$ cat src/rtl/muldiv_unit.sv
// Radix-2 iterative multiply/divide unit owning the HI/LO registers.
// One product or quotient bit per cycle; sign handling is done once on entry and once at completion.
module muldiv_unit #(
    parameter  int N  = 32,
    localparam int CW = $clog2(N + 1)
) (
    input  logic         clk,
    input  logic         reset,
    input  logic         start,
    input  logic [1:0]   op,
    input  logic [N-1:0] a,
    input  logic [N-1:0] b,
    input  logic         we_hi,
    input  logic         we_lo,
    input  logic [N-1:0] wdata,
    output logic         busy,
    output logic         done,
    output logic         dbz,
    output logic [N-1:0] hi,
    output logic [N-1:0] lo
);

    typedef enum logic [1:0] {
        S_IDLE = 2'd0,
        S_RUN  = 2'd1,
        S_FIN  = 2'd2
    } state_t;

    state_t          state_q;
    logic [CW-1:0]   cnt_q;
    logic            is_div_q;
    logic            neg_q;      // sign of product / quotient
    logic            rem_neg_q;  // sign of remainder (dividend sign)
    logic            dz_q;
    logic [N-1:0]    mcand_q;    // multiplicand or divisor magnitude
    logic [2*N-1:0]  acc_q;      // product accumulator; low half doubles as quotient/dividend
    logic [N-1:0]    rem_q;
    logic [N-1:0]    hi_q;
    logic [N-1:0]    lo_q;
    logic            busy_q;
    logic            done_q;
    logic            dbz_q;

    // Operand preparation for an accepted start
    logic            a_neg;
    logic            b_neg;
    logic [N-1:0]    a_mag;
    logic [N-1:0]    b_mag;

    always_comb begin
        a_neg = ~op[0] & a[N-1];
        b_neg = ~op[0] & b[N-1];
        a_mag = a_neg ? -a : a;
        b_mag = b_neg ? -b : b;
    end

    // One shift-add step and one restoring shift-subtract step
    logic [N:0]      mul_sum;
    logic [2*N-1:0]  acc_d;
    logic [N:0]      div_shift;
    logic [N:0]      div_diff;
    logic [N-1:0]    rem_d;
    logic [N-1:0]    quot_d;

    always_comb begin
        mul_sum   = {1'b0, acc_q[2*N-1:N]} + (acc_q[0] ? {1'b0, mcand_q} : {(N+1){1'b0}});
        acc_d     = {mul_sum, acc_q[N-1:1]};
        div_shift = {rem_q, acc_q[N-1]};
        div_diff  = div_shift - {1'b0, mcand_q};
        if (!div_diff[N]) begin
            rem_d  = div_diff[N-1:0];
            quot_d = {acc_q[N-2:0], 1'b1};
        end else begin
            rem_d  = div_shift[N-1:0];
            quot_d = {acc_q[N-2:0], 1'b0};
        end
    end

    // Sign fixup applied in FIN
    logic [2*N-1:0]  prod_fix;
    logic [N-1:0]    quot_fix;
    logic [N-1:0]    rem_fix;

    always_comb begin
        prod_fix = neg_q ? -acc_q : acc_q;
        quot_fix = neg_q ? -acc_q[N-1:0] : acc_q[N-1:0];
        rem_fix  = rem_neg_q ? -rem_q : rem_q;
    end

    // NOTE: every register here uses <= so all state updates see the pre-edge values.
    always_ff @(posedge clk) begin
        // NOTE: the synchronous reset also clears the datapath so an aborted operation leaves nothing behind.
        if (reset) begin
            state_q   <= S_IDLE;
            cnt_q     <= '0;
            is_div_q  <= 1'b0;
            neg_q     <= 1'b0;
            rem_neg_q <= 1'b0;
            dz_q      <= 1'b0;
            mcand_q   <= '0;
            acc_q     <= '0;
            rem_q     <= '0;
            hi_q      <= '0;
            lo_q      <= '0;
            busy_q    <= 1'b0;
            done_q    <= 1'b0;
            dbz_q     <= 1'b0;
        end else begin
            case (state_q)
                S_IDLE: begin
                    done_q <= 1'b0;
                    if (start) begin
                        is_div_q  <= op[1];
                        neg_q     <= a_neg ^ b_neg;
                        rem_neg_q <= a_neg;
                        dz_q      <= op[1] & (b == '0);
                        mcand_q   <= op[1] ? b_mag : a_mag;
                        acc_q     <= {{N{1'b0}}, (op[1] ? a_mag : b_mag)};
                        rem_q     <= '0;
                        cnt_q     <= CW'(N);
                        busy_q    <= 1'b1;
                        state_q   <= S_RUN;
                    end else begin
                        if (we_hi) hi_q <= wdata;
                        if (we_lo) lo_q <= wdata;
                    end
                end
                S_RUN: begin
                    cnt_q <= cnt_q - CW'(1);
                    if (is_div_q) begin
                        acc_q[N-1:0] <= quot_d;
                        rem_q        <= rem_d;
                    end else begin
                        acc_q <= acc_d;
                    end
                    if (cnt_q == CW'(1)) state_q <= S_FIN;
                end
                S_FIN: begin
                    if (!is_div_q) begin
                        hi_q <= prod_fix[2*N-1:N];
                        lo_q <= prod_fix[N-1:0];
                    end else begin
                        hi_q <= rem_fix;
                        lo_q <= dz_q ? {N{1'b1}} : quot_fix;
                    end
                    dbz_q   <= dz_q;
                    done_q  <= 1'b1;
                    busy_q  <= 1'b0;
                    state_q <= S_IDLE;
                end
                default: state_q <= S_IDLE;
            endcase
        end
    end

    assign busy = busy_q;
    assign done = done_q;
    assign dbz  = dbz_q;
    assign hi   = hi_q;
    assign lo   = lo_q;

endmodule

$ cat config.mk
export PLATFORM = sky130hd
export DESIGN_NAME = muldiv_unit
export DESIGN_NICKNAME = d
export VERILOG_FILES = /design/src/rtl/muldiv_unit.sv
export SDC_FILE = /design/constraint.sdc
export NUM_CORES = 1
export LEC_CHECK = 0
export BUFFER_PORTS_ARGS = -buffer_cell sky130_fd_sc_hd__clkbuf_2
export CORE_ASPECT_RATIO = 0.5
export CORE_MARGIN = 2
export CORE_UTILIZATION = 52
export CTS_CLUSTER_SIZE = 8
export DETAILED_ROUTE_END_ITERATION = 10
export PLACE_DENSITY_LB_ADDON = 0.2
export SLEW_MARGIN = 20
export SYNTH_ARGS = -nofsm -noshare
export SYNTH_HDL_FRONTEND = slang
export SYNTH_SLANG_ARGS = --single-unit
$ cat constraint.sdc
create_clock -name clk -period 3.5 [get_ports clk]
set_input_delay 0.7 -clock clk [delete_from_list [all_inputs] [get_ports clk]]
set_output_delay 0.7 -clock clk [all_outputs]
set_load 0.05 [all_outputs]
==> metrics, run 1 <==
delay-heaviest family, CP=compound AO/OA/AOI/OAI gates; Distinct cells, synth=just over 80; Buf/Inv on CP=3; Final Hold Viols=0; Final Setup Violations=0; Finished Layout Cells=2732; cell count after synthesis=2154; post-DR vias/cell=between 6 and 7; post-synthesis register bit count=between 200 and 250; commonest non-fill, non-tap cells in the layout=nand2_1 (242), nor2_1 (212), dfxtp_1 (205); Slowest cell on crit path=o41ai_2; Residual DRC=0; H-Tree Level Count=1; number of synthesis warnings=0; Critical Path RT=just under 4000 ps; vias in the first global route=between 15000 and 20000; setup total negative slack=0 ps; gpl congestion=between 0.9 and 1; die area=~33000 um2; CP endpoint kind=flip-flop; post-layout total power=7140 uW; met3 routed wirelength=approximately 5.5 mm; gr usage total=approximately 34%; Top Ports=170; drt initial violations=roughly 1700; CTS Hold Bufs=0; Routed met1 length=about 25 mm; EDFF count, synth=0; Worst Hold Class=in2reg; layout cells sized above 1=between 10% and 20%; Max Clock Skew=~16 ps; Num CTS Buffers=29; site row count=45; HPWL after detailed placement=~45 mm; Synth Cell Area=about 16000 um2; port buffer count=169; syn_nets=2329; Pre-antenna DRT Iters=8; asr flop ratio synth=0%; number of max-cap violations=0; Clock Path Buffers=3; CTS sink cnt=around 210; Slew Viols, Final=0; Root Driver=clkbuf_16; Vias=approximately 17000; crit-path max FO=13; die width=~250 um; clk_lat worst skew=between 500 and 600 ps; Initial Util=between 50% and 60%; Slew HR=roughly 34%; f_max=between 200 and 300 MHz; CTS tree=built; commonest non-fill, non-tap cell in the layout=nand2_1; Worst VDD drop=0.402 mV; Crit Path Category=reg2reg; first-pass GRT wire length=~87 mm; largest net degree at the start of global routing=a little under 90; GR Overflow Total=0; P per Cell Area=approximately 380 nW/um2; final hold slack=~420 ps; crit start category=flip-flop; LEAKAGE=approximately 0.0075 uW; uppermost layer routed=met5; fin nets=approximately 2500; Die H=129 um; crit path DAT=between 3000 and 4000 ps; core area=about 30000 um2; period utilisation layout=between 90% and 100%; initial antenna violation count=3; met2 wire len=between 20 and 30 mm; Slew @ Worst Pin=approximately 990 ps; WL per Instance=around 21 um; Largest stage delay, worst path=490 ps; Inst Count DP=2698; register area share after synthesis=between 20% and 30%; post-route ant nets=0; CTS clk-pin slew, worst paths=approximately 50 ps; Final Critical Period=between 3000 and 4000 ps; area grow syn2layout=15.0%; routed wire length=a little under 60 mm; Main synth FF type=dfxtp_1; CP Cell Sequence=inv_1, ha_1, o211ai_1, nand2_1, a41oi_1, a211oi_1, buf_4, o41ai_2, o2111ai_2, nand3_4, buf_12, mux2i_1, o21ai_0; # fillers=approximately 2900; syn_area_per_cell=~7.5 um2; status=complete, no violations
-- sequential cells by signal, indices dropped and copies added, names as in the netlist --
register   cells
done           1
hi            32
lo            32
neg_q          1
rem_neg_q      1
dz_q           1
acc_q         64
rem_q         32
mcand_q       32
dbz            1
busy           1
state_q        2
is_div_q       1
cnt_q          6
-- routing by layer --
layer	vias to the layer above	GRT usage, %
li1	8114	-
met1	8007	47.9
met2	666	52.6
met3	114	7.77
met4	2	10.2
met5	-	0
-- synthesized netlist by cell type (all sizes together) (13+ instances only) --
library cell | count | area share [%]
clkbuf | 111 | 2.6
nor4 | 18 | 0.88
or4 | 23 | 1.1
a22oi | 16 | 0.74
xor2 | 85 | 4.6
a21oi | 200 | 6.2
xnor2 | 109 | 5.9
nor3 | 44 | 1.6
dfxtp | 207 | 26
o21ai | 154 | 4.8
nand2 | 242 | 5.6
nor2 | 213 | 4.9
nand4 | 16 | 0.75
o21a | 13 | 0.60
o221ai | 29 | 1.6
o211ai | 34 | 1.6
or3 | 26 | 1.0
a211oi | 80 | 3.7
nor2b | 20 | 0.77
nand3 | 29 | 0.90
o41ai | 21 | 1.3
o31ai | 41 | 1.9
mux2i | 68 | 4.2
inv | 65 | 1.5
buf | 39 | 1.2
nand2b | 20 | 0.77
ha | 70 | 5.4
a21o | 23 | 1.1
-- per-stage QoR --
| stage | area, um2 | util, % | setup slack, ps |
|---|---|---|---|
| after CTS | 18600 | 60.9 | 115 |
| final | 18600 | 61.1 | 113 |
| after detailed placement | 17800 | 58.4 | 106 |
| after floorplan | 16200 | - | 158 |
| after global placement | 17800 | 58.4 | 152 |
| after global routing | 18600 | 61.1 | -38.0 |
-- path summary, 6_finish.rpt --
path | from | to | slack (ps) | depth (start not counted)
min reg2reg | mcand_q[11] | mcand_q[11] | 450 | 2
max reg2reg | mcand_q[6] | rem_q[12] | 110 | 13
max | mcand_q[6] | rem_q[12] | 110 | 13
min | wdata[24] | hi[24] | 420 | 3
-- worst min-delay path: cells and delay by family --
family / cells / cell delay [ps]
simple gates: 1 / 60
buf+inv: 1 / 100
compound gates: 1 / 80
-- cell families after synthesis --
kind of cell    after synthesis  synth area share (%)
compound gates              697                  28.0
xor+xnor                    194                  10.5
fa+ha+maj                    72                  5.66
buf+inv                     215                  5.33
flops                       207                  25.6
mux                          71                  4.42
simple gates                698                  20.5
-- area by class of cell --
class                      instances  area (um2)  area share [%]
clock buffer                      31         733            3.94
timing repair buffer             272        1690            9.08
clock inverter                     1        20.0           0.108
multi-input combinational       1732       11200            60.4
antenna                            1        2.50          0.0135
sequential                       207        4150            22.3
tap                              423         529            2.85
inverter                          65         244            1.31
-- timing repair --
action                     CTS  global route
hold endpoints to repair     0             0
buffers inserted             0             0
resized for setup            0             5
setup endpoints to repair    0            27
-- power breakdown --
part	leakage, uW	internal (uW)	switching [uW]
clock	0.000370	1460	1090
sequential	0.00169	2500	175
combinational	0.00540	681	1230
total	0.00746	4640	2500
No activity file was read; power rests on OpenSTA's default activity.
==> run 2, diff against run 1 <==
--- a/config.mk
+++ b/config.mk
@@ -7,7 +7,6 @@
 export LEC_CHECK = 0
 export BUFFER_PORTS_ARGS = -buffer_cell sky130_fd_sc_hd__clkbuf_2
 export CORE_ASPECT_RATIO = 0.5
-export CORE_MARGIN = 2
 export CORE_UTILIZATION = 52
 export CTS_CLUSTER_SIZE = 8
 export DETAILED_ROUTE_END_ITERATION = 10
==> run 2 against run 1 <==
Compared with the run above: non-clock buffer count rose by 8; register-to-register slack improved by 70 ps; via count rose by 1.8%; combinational power rose by 2%; routed wire length rose by 2.4%; highest routed layer is now met4; critical path depth did not move.
==> metrics, run 2 (same netlist as run 1, synthesis figures left out) <==
commonest non-fill, non-tap cells in the layout=nand2_1 (242), nor2_1 (212), dfxtp_1 (205); CTS Hold Bufs=0; Max Clock Skew=~20 ps; post-layout total power=7160 uW; Largest register FFs=64; Initial Util=between 50% and 60%; Top Ports=170; CTS tree=built; Vias=approximately 17000; design area=18600 um2; port buffer count=between 150 and 200; hold depth=3; Num CTS Buffers=29; core area=slightly above 30000 um2; Switching Share=a little over a third; Pint=4640 uW; Combinational Power Share=27.3%; Final Setup Violations=0; area grow syn2layout=15.3%; Slew HR=35.7%; Worst VDD drop=just over 0.4 mV; gpl congestion=roughly 1.0; LEAKAGE=~0.0075 uW; post-DR vias/cell=~6.3; Final Critical Period=roughly 3300 ps; Slew Viols, Final=0; net switching power=between 2000 and 3000 uW; sequential share of power=37.1%; crit path DAT=~3800 ps; Clock Path Buffers=3; die area=31900 um2; drt initial violations=1752; status=complete, no violations; crit-path max FO=14; flop-to-flop setup slack=180 ps; Worst Hold Class=in2reg; clock network fraction of total power=35.6%; gr usage total=between 30 and 40%; post-route ant nets=0; H-Tree Level Count=1; crit start category=flip-flop; number of max-cap violations=0; Slew @ Worst Pin=around 960 ps; Crit Path Category=reg2reg; layout cells sized above 1=15.8%; Critical Path RT=3960 ps; Biggest register=acc_q; final core occ=about 61%; # Post-CTS Setup Buffers=0; CTS sink cnt=slightly above 200; Worst Reg-to-Reg Cells=13; first-pass GRT wire length=a little under 90 mm; CTS clk-pin slew, worst paths=roughly 50 ps; site row count=45; DP Area=between 15000 and 20000 um2; routed wire length=~59 mm; largest net degree at the start of global routing=approximately 90; Root Driver=clkbuf_16; Final Hold Viols=0; fin nets=between 2000 and 2500; P per Cell Area=approximately 380 nW/um2; GR Overflow Total=0; Residual DRC=0; f_max=roughly 300 MHz; Die H=127 um; die width=around 250 um; HPWL after detailed placement=roughly 45 mm; period utilisation layout=94.8%; # resized after CTS=0; clk_lat worst skew=slightly below 600 ps; commonest non-fill, non-tap cell in the layout=nand2_1; CP endpoint kind=flip-flop; initial antenna violation count=0; Pre-antenna DRT Iters=6; vias in the first global route=around 15000; antenna fix cells=0; WL per Instance=21.6 um
[run 2: worst paths after layout]
kind	startpoint	end
worst max-delay path	mcand_q[9]	rem_q[0]
worst min register to register	mcand_q[16]	mcand_q[16]
worst min-delay path	wdata[24]	hi[24]
worst max register to register	mcand_q[9]	rem_q[0]
[run 2: layout make-up]
cell class                      count  area [um2]
Clock inverter                      1        20.0
Clock buffer                       31         733
Fill cell                        2909       11800
Tap cell                          423         529
Sequential cell                   207        4150
Timing Repair Buffer              280        1720
Multi-Input combinational cell   1732       11200
Inverter                           65         244
[run 2: power groups by stage]
stage | Combinational [uW] | Sequential [uW] | Clock [uW]
after floorplan | 1150 | 2790 | 0
after global routing | 2100 | 2670 | 2670
after detailed placement | 1900 | 2700 | 0
after global placement | 1880 | 2690 | 0
after CTS | 1910 | 2650 | 2560
final | 1950 | 2660 | 2550
[run 2: worst max-delay path: stages (launching register included)]
cell,delay (ps)
dfxtp_1,360
inv_1,100
ha_1,390
a21o_1,210
and2_1,160
a41oi_2,300
a211oi_2,120
buf_4,150
o41ai_2,440
or3_1,210
nand3_2,190
clkbuf_16,260
mux2i_1,130
a22o_1,170
[run 2: routing by layer]
layer,GRT usage (%),wire [um]
met1,51.0,26200
met2,54.8,25600
met3,7.70,5480
met4,10.7,1770
met5,0,0
[run 2: stage by stage]
stage               worst slack (ps)  instances  setup TNS, ps  hold slack (ps)
floorplan                        158       2154              0              432
global route                   -6.21       2739          -14.9              427
detailed placement              97.2       2706              0              443
CTS                             63.0       2738              0              417
finish                           183       2739              0              430
global placement                 196       2706              0              439
